===== src/rtl/in_mem_loader.sv =====
// Stream-to-memory write front end: latches a load command, then turns each accepted beat into one registered memory write.
// Optional macro IN_MEM_LOADER_LAST_CHECK_EN enables the sticky s_last framing check on err.
module in_mem_loader #(
  parameter int AXI_HP_BIT = 64,
  parameter int ADDR_WIDTH = 14
) (
  input  logic                  clk,
  input  logic                  rst,
  input  logic                  start,
  input  logic [ADDR_WIDTH:0]   base_addr,
  input  logic [ADDR_WIDTH:0]   beat_len,
  input  logic                  s_valid,
  input  logic [AXI_HP_BIT-1:0] s_data,
  input  logic                  s_last,
  output logic                  s_ready,
  output logic                  wr_en,
  output logic [ADDR_WIDTH:0]   wr_addr,
  output logic [AXI_HP_BIT-1:0] wr_data,
  output logic                  busy,
  output logic                  done,
  output logic                  err
);

  // Handshake: a beat transfers on a rising edge where s_valid and s_ready are
  // both high; s_ready is high only while loading and never depends on s_valid.

  typedef enum logic [1:0] {
    ST_IDLE = 2'd0,
    ST_LOAD = 2'd1,
    ST_DONE = 2'd2
  } state_t;

  localparam logic [ADDR_WIDTH:0] ONE = {{ADDR_WIDTH{1'b0}}, 1'b1};

  state_t              state, state_nxt;
  logic [ADDR_WIDTH:0] addr_cnt;
  logic [ADDR_WIDTH:0] rem_cnt;
  logic                handshake;
  logic                cmd_accept;
  logic                final_beat;

  assign s_ready    = (state == ST_LOAD);
  assign busy       = (state != ST_IDLE);
  assign done       = (state == ST_DONE);
  assign handshake  = s_valid & s_ready;
  assign cmd_accept = (state == ST_IDLE) & start;
  assign final_beat = (rem_cnt == ONE);

  always_comb begin
    state_nxt = state;
    case (state)
      ST_IDLE: if (start) state_nxt = (beat_len == '0) ? ST_DONE : ST_LOAD;
      ST_LOAD: if (handshake && final_beat) state_nxt = ST_DONE;
      ST_DONE: state_nxt = ST_IDLE;
      default: state_nxt = ST_IDLE;
    endcase
  end

  always_ff @(posedge clk or posedge rst) begin
    if (rst) begin
      state <= ST_IDLE;
    end else begin
      state <= state_nxt;
    end
  end

  always_ff @(posedge clk or posedge rst) begin
    if (rst) begin
      addr_cnt <= '0;
      rem_cnt  <= '0;
    end else if (cmd_accept) begin
      addr_cnt <= base_addr;
      rem_cnt  <= beat_len;
    end else if (handshake) begin
      addr_cnt <= addr_cnt + ONE;
      rem_cnt  <= rem_cnt - ONE;
    end
  end

  // wr_addr/wr_data hold their last value between writes; only wr_en pulses.
  always_ff @(posedge clk or posedge rst) begin
    if (rst) begin
      wr_en   <= 1'b0;
      wr_addr <= '0;
      wr_data <= '0;
    end else begin
      wr_en <= handshake;
      if (handshake) begin
        wr_addr <= addr_cnt;
        wr_data <= s_data;
      end
    end
  end

`ifdef IN_MEM_LOADER_LAST_CHECK_EN
  // s_last must be high on exactly the final beat; the transfer length is unaffected.
  always_ff @(posedge clk or posedge rst) begin
    if (rst) begin
      err <= 1'b0;
    end else if (cmd_accept) begin
      err <= 1'b0;
    end else if (handshake && (s_last != final_beat)) begin
      err <= 1'b1;
    end
  end
`else
  logic last_unused;
  assign last_unused = s_last;
  assign err = 1'b0;
`endif

endmodule


===== config.mk =====
export PLATFORM = sky130hd
export DESIGN_NAME = in_mem_loader
export DESIGN_NICKNAME = d
export VERILOG_FILES = /design/src/rtl/in_mem_loader.sv
export SDC_FILE = /design/constraint.sdc
export NUM_CORES = 1
export LEC_CHECK = 0
export CORE_ASPECT_RATIO = 1.4
export CORE_MARGIN = 3
export CORE_UTILIZATION = 35
export DETAILED_ROUTE_END_ITERATION = 12
export PLACE_DENSITY = 0.66
export SETUP_SLACK_MARGIN = 0.1
export SYNTH_ARGS = -nofsm -noshare
export SYNTH_HDL_FRONTEND = slang
export SYNTH_SLANG_ARGS = --single-unit

===== constraint.sdc =====
create_clock -name clk -period 4.35 [get_ports clk]
set_clock_uncertainty 0.2 [all_clocks]
set_input_delay 0.435 -clock clk [delete_from_list [all_inputs] [get_ports clk]]
set_output_delay 0.435 -clock clk [all_outputs]
set_load 0.1 [all_outputs]

### Word level (Yosys, flattened, before mapping)

Index checks and enable logic that the tools add are counted.

| storage, ports and cells | value |
|---|---|
| bits in latches | 0 |
| bits in registers | 112 |
| bits in writable memories | 0 |
| memory bits (read-only) | 0 |
| logic and storage cells | 29 |
| input bits | 99 |
| memories kept | 0 |
| output and inout bits | 84 |

| cells by class | value |
|---|---|
| multipliers | 0 |
| add/sub/neg operators | 2 |
| order comparisons | 0 |
| divide/modulo/power cells | 0 |
| reductions and logical operators | 6 |
| shift operators | 0 |
| equal/unequal tests | 5 |
| mux-type cells | 8 |
| bitwise operators | 2 |

Operators with widths:

| operator | count |
|---|---|
| $mux 15 | 4 |
| $add 15x1->15 const B | 1 |
| $eq 15x1->1 const B | 1 |
| $logic_not 15->1 | 1 |
| $sub 15x1->15 const B | 1 |
| $mux 2 | 3 |
| $pmux 2 s2 | 1 |
| $reduce_bool 2->1 | 2 |
| $and 1x1->1 | 2 |
| $eq 2x1->1 const B | 1 |
| $eq 2x2->1 const B | 1 |
| $logic_not 2->1 | 1 |
| $ne 2x1->1 const B | 1 |
| $ne 2x2->1 const B | 1 |
| $reduce_and 2->1 | 1 |
| $logic_and 1x1->1 | 1 |

### Logic depth before layout (Yosys ltp)

| logic depth | value |
|---|---|
| word-level depth | 5 |
| gate-level depth with buffers | 8 |
| mapped depth without buffers | 6 |

### Worst setup path before layout

Ideal clock, no wire load.

| timing | value |
|---|---|
| path type | reg2out |
| start | register state[0] |
| end | output done |
| data required time | 3.715 ns |
| arrival | 1.846 ns |
| path buffers | 1 |
| path slack | 1.869 ns |
| cell stages (with the launch flop) | 3 |
| cells stage by stage | dfrtp_1 buf_2 nor2b_1 |

| on the way | value |
|---|---|
| word-level cells in the longest chain between the ends | 1 |

Ends and longest elaborated chain:

| what | line | RTL |
|---|---|---|
| from (decl) | 35 | `state_t state, state_nxt;` |
| from (signal assigned) | 63 | `state <= state_nxt;` |
| $eq 2x2->1 | 44 | `assign done = (state == ST_DONE);` |
| to (decl) | 20 | `output logic done,` |

Every way passes these cells.

### Worst setup path after layout

| timing | value |
|---|---|
| start | input s_valid |
| end | register rem_cnt[5] |

| on the way | value |
|---|---|
| word-level cells in the longest chain between the ends | 2 |

Ends and longest elaborated chain:

| what | line | RTL |
|---|---|---|
| from (decl) | 12 | `input logic s_valid,` |
| $and 1x1->1 | 45 | `assign handshake = s_valid & s_ready;` |
| $reduce_bool 2->1 (no line) | - |  |
| to (signal assigned) | 73 | `rem_cnt <= beat_len;` |
| to (signal assigned) | 76 | `rem_cnt <= rem_cnt - ONE;` |
| to (decl) | 37 | `logic [ADDR_WIDTH:0] rem_cnt;` |

Every way passes these cells.
A chain may end at the register's enable or synchronous reset.

==> metrics.txt <==
# TYPE chip_impl_metric gauge
chip_impl_info{name="run_status",value="finished clean"} 1
chip_impl_metric{name="post-route-worst-setup-slack",unit="ps"} 1130
chip_impl_metric{name="net_switching_share_of_the_total_power",unit="%"} 55.00
chip_impl_metric{name="cts_hold_buf",unit=""} 0
chip_impl_metric{name="critical_path_arrival",unit="ps"} 3240
chip_impl_metric{name="cap_violations",unit=""} 0
chip_impl_metric{name="post-route-period-util",unit="%"} 74.03
chip_impl_metric{name="drt_iter0_drc",unit=""} 170
chip_impl_metric{name="cts_made_buffers",unit=""} 9
chip_impl_metric{name="routed_wl",unit="um"} 13850
chip_impl_metric{name="report.final.setup_viol",unit=""} 0
chip_impl_metric{name="synthesized_cell_area",unit="um^2"} 4912
chip_impl_metric{name="share_seq_of_total_power",unit="%"} 29.1
chip_impl_metric{name="final_cells",unit=""} 899
chip_impl_metric{name="dp_hpwl",unit="um"} 10110
chip_impl_metric{name="route.detailed.drc",unit=""} 0
chip_impl_metric{name="io_pins",unit=""} 183
chip_impl_metric{name="p_leak",unit="nW"} 3.265
chip_impl_metric{name="synth.net_count",unit=""} 648
chip_impl_metric{name="global_route.usage.total",unit="%"} 18.01
chip_impl_metric{name="chipWidth",unit="um"} 106.1
chip_impl_metric{name="num-nets-final",unit=""} 815
chip_impl_metric{name="net-switching-power",unit="mW"} 3.269
chip_impl_metric{name="ant_nets",unit=""} 0
chip_impl_metric{name="max_freq",unit="MHz"} 310.5
chip_impl_metric{name="netlist_instances",unit=""} 546
chip_impl_info{name="ys_dominant_reg_cell",value="dfrtp_1"} 1
chip_impl_info{name="holdCritPathClass",value="in -> async"} 1
chip_impl_metric{name="cts_resized",unit=""} 0
chip_impl_metric{name="core_region_area",unit="um^2"} 13580
chip_impl_metric{name="post_cts_buffers",unit=""} 0
chip_impl_metric{name="worst_skew_pair.late_latency",unit="ps"} 350
chip_impl_metric{name="gr-total-overflow",unit=""} 0
chip_impl_metric{name="timing.final.max_slew_violations",unit=""} 0
chip_impl_info{name="tritoncts",value="done"} 1
chip_impl_metric{name="critical_path_peak_fanout",unit=""} 56
chip_impl_metric{name="antenna_found_initial",unit=""} 0
chip_impl_metric{name="timing.final.crit_period",unit="ps"} 3220
chip_impl_metric{name="dp_cells",unit=""} 884
chip_impl_metric{name="maxSlewHeadroom",unit="%"} 29.25
chip_impl_metric{name="dpl_worst_slack",unit="ps"} 748.5
chip_impl_metric{name="power_per_cell_area",unit="nW/um^2"} 832.6
chip_impl_metric{name="finalHoldViolCount",unit=""} 0
chip_impl_info{name="critPathKind",value="in -> reg"} 1
chip_impl_metric{name="via_count",unit=""} 4484
chip_impl_metric{name="yosysSeqAreaShare",unit="%"} 57.06
chip_impl_metric{name="grt_pass1_wl",unit="um"} 22830
chip_impl_metric{name="cts_max_level",unit=""} 3
chip_impl_metric{name="critical_path.max_stage_delay",unit="ps"} 720
chip_impl_metric{name="place_congestion",unit=""} 0.7777
chip_impl_info{name="cpMaxStageDelayCell",value="inv_2"} 1
chip_impl_info{name="grt_setup_unrepaired",value="false"} 1
chip_impl_metric{name="power_report.internal_total",unit="mW"} 2.674
chip_impl_metric{name="tightest_slew",unit="ps"} 1058
chip_impl_info{name="worst_setup_path_start_kind",value="primary input"} 1
chip_impl_info{name="buffer_cell_driving_the_clock_tree_root",value="clkbuf_16"} 1
chip_impl_metric{name="dieArea",unit="um^2"} 15510
chip_impl_info{name="endpoint_kind",value="flop"} 1
chip_impl_metric{name="timing.setup.tns",unit="ps"} 0
chip_impl_metric{name="yosys_warnings",unit=""} 0
chip_impl_metric{name="first_pass_iters",unit=""} 4
chip_impl_metric{name="comb_power_share",unit="%"} 57.0
chip_impl_metric{name="post_synth_arst_share",unit="%"} 100.0
chip_impl_metric{name="floorplan.die.height",unit="um"} 146.2
chip_impl_metric{name="grt_start_max_net_pins",unit=""} 61
chip_impl_metric{name="syn-mean-instance-area",unit="um^2"} 8.997
chip_impl_metric{name="wl_per_cell",unit="um"} 15.41
chip_impl_metric{name="power.clock.fraction",unit="%"} 13.9
chip_impl_metric{name="layout-drive-gt1-share",unit="%"} 3.905
chip_impl_metric{name="synth-seq-cells",unit=""} 112
chip_impl_info{name="ordered_cell_list_for_the_critical_path",value="clkdlybuf4s50_1 > nand3b_4 > inv_2 > buf_4 > nand2_1 > nor3_1 > o21ai_0"} 1
chip_impl_metric{name="tritoncts_num_sinks",unit=""} 112
chip_impl_metric{name="synth_edf_count",unit=""} 0
chip_impl_metric{name="maximum_root_to_sink_buffer_count",unit=""} 2
chip_impl_metric{name="std_cell_rows",unit=""} 50
chip_impl_metric{name="initial_core_util",unit="%"} 36.18
chip_impl_metric{name="layout-area-overhead-vs-synth",unit="%"} 45.31
chip_impl_metric{name="clock_transition_time_at_the_flip_flop_clock_pins_of_the_worst_setup_and_hold_paths",unit="ps"} 70
chip_impl_metric{name="yosysUniqueCellTypes",unit=""} 51
chip_impl_metric{name="vdd_drop_max",unit="mV"} 0.4174
chip_impl_metric{name="place.port_buffers",unit=""} 180
chip_impl_metric{name="insertedDiodeCount",unit=""} 0
chip_impl_metric{name="first_global_vias",unit=""} 4561
chip_impl_metric{name="worstPathRequired",unit="ps"} 4370
chip_impl_metric{name="post_detailed_route_via_to_cell_ratio",unit=""} 4.988
==> final timing paths <==
| path | start | endpoint | slack, ps | cells past startpoint |
|---|---|---|---|---|
| worst max-delay path | s_valid | rem_cnt[5] | 1130 | 7 |
| worst min-delay path | rst | wr_data[47] | 240 | 2 |
| worst max register to register | state[0] | rem_cnt[5] | 1180 | 6 |
| worst min register to register | wr_addr[2] | wr_addr[2] | 270 | 2 |
| max in group asynchronous | rst | wr_data[17] | 2820 | 3 |
| min in group clk | wr_addr[2] | wr_addr[2] | 270 | 2 |
==> sequential cells by signal, indices dropped and copies added, names as in the netlist <==
| register | count |
|---|---|
| wr_data | 64 |
| addr_cnt | 15 |
| rem_cnt | 15 |
| wr_addr | 15 |
| state | 2 |
| wr_en | 1 |
==> Yosys cell counts, types with 5 or more instances <==
library cell  instances  area [um^2]
a21oi_1               6        30.03
a221o_1               7        70.07
buf_1                 5        18.77
buf_2                12        60.06
clkbuf_1              9        33.78
dfrtp_1             112         2803
inv_1                 5        18.77
nand2_1             265        994.7
nand3_1               9        45.04
nand4_1               8        50.05
nor2_1               10        37.54
nor2b_1               6        37.54
nor3_1                7        35.03
o211ai_1              6        45.04
o21ai_0              14        70.07
o311ai_0              8        70.07
==> power groups by stage <==
stage          Sequential, mW  Combinational (mW)  Clock (mW)
2_1_floorplan            3.46               0.816           0
3_3_place_gp             1.72                3.37           0
3_5_place_dp             1.75                3.41           0
4_1_cts                  1.73                3.42       0.849
5_1_grt                  1.78                3.55       0.892
6_report                 1.73                3.39       0.825
==> worst max-delay path, delay by kind of cell <==
family | cells | cell delay, ps
buf+inv | 3 | 1870
simple gates | 3 | 750
compound gates | 1 | 110
==> through the flow <==
step | cell area, um^2 | utilization [%] | hold slack (ps) | power, mW
5_1_grt | 7138 | 52.58 | 284.8 | 6.230
3_3_place_gp | 6845 | 50.42 | 257.7 | 5.092
6_report | 7138 | 52.58 | 238.6 | 5.943
4_1_cts | 7138 | 52.58 | 246.1 | 5.996
2_1_floorplan | 4912 | - | 268.6 | 4.277
3_5_place_dp | 6845 | 50.42 | 261.9 | 5.159
==> per-layer routing <==
layer,vias to the layer above,part of all wire [%],global-route usage [%]
met5,-,0,0
li1,2150,-,-
met4,0,1.7,5.833
met3,16,5.6,3.406
met1,2163,41,21.77
met2,155,52,32.04
==> placed cells by master, fill, tap and decap left out, types with 3 or more instances in the layout <==
master / n
clkdlybuf4s50_1: 180
o21ai_0: 14
nand3_1: 9
or4_1: 3
dfrtp_1: 112
a221o_1: 7
inv_1: 4
clkbuf_16: 9
or3_1: 3
nor2_1: 10
nand4_1: 8
o221ai_1: 4
nor2b_1: 6
nor4_1: 4
a22oi_1: 4
and4_1: 3
o211ai_1: 6
o311ai_0: 8
ha_1: 3
nor3_1: 7
nand2_1: 265
a21oi_1: 6
buf_4: 5
==> cell type report <==
class / instances / area [um^2]
Fill cell: 1276 / 6437
Sequential cell: 112 / 2803
Multi-Input combinational cell: 399 / 1951
Timing Repair Buffer: 185 / 1839
Tap cell: 182 / 227.7
Clock buffer: 9 / 225.2
Clock inverter: 6 / 67.56
Inverter: 6 / 25.02
==> logic make-up after synthesis <==
| group | synth area share [%] |
|---|---|
| AND/OR/NAND/NOR | 29.50 |
| flip-flops | 57.06 |
| AO/OA/AOI/OAI | 8.661 |
| buffers and inverters | 3.235 |
| XOR/XNOR | 0.7133 |
| adder cells (fa/ha/maj) | 0.7642 |
| other | 0.07634 |
Note: power is estimated with default switching activity, not from simulation.
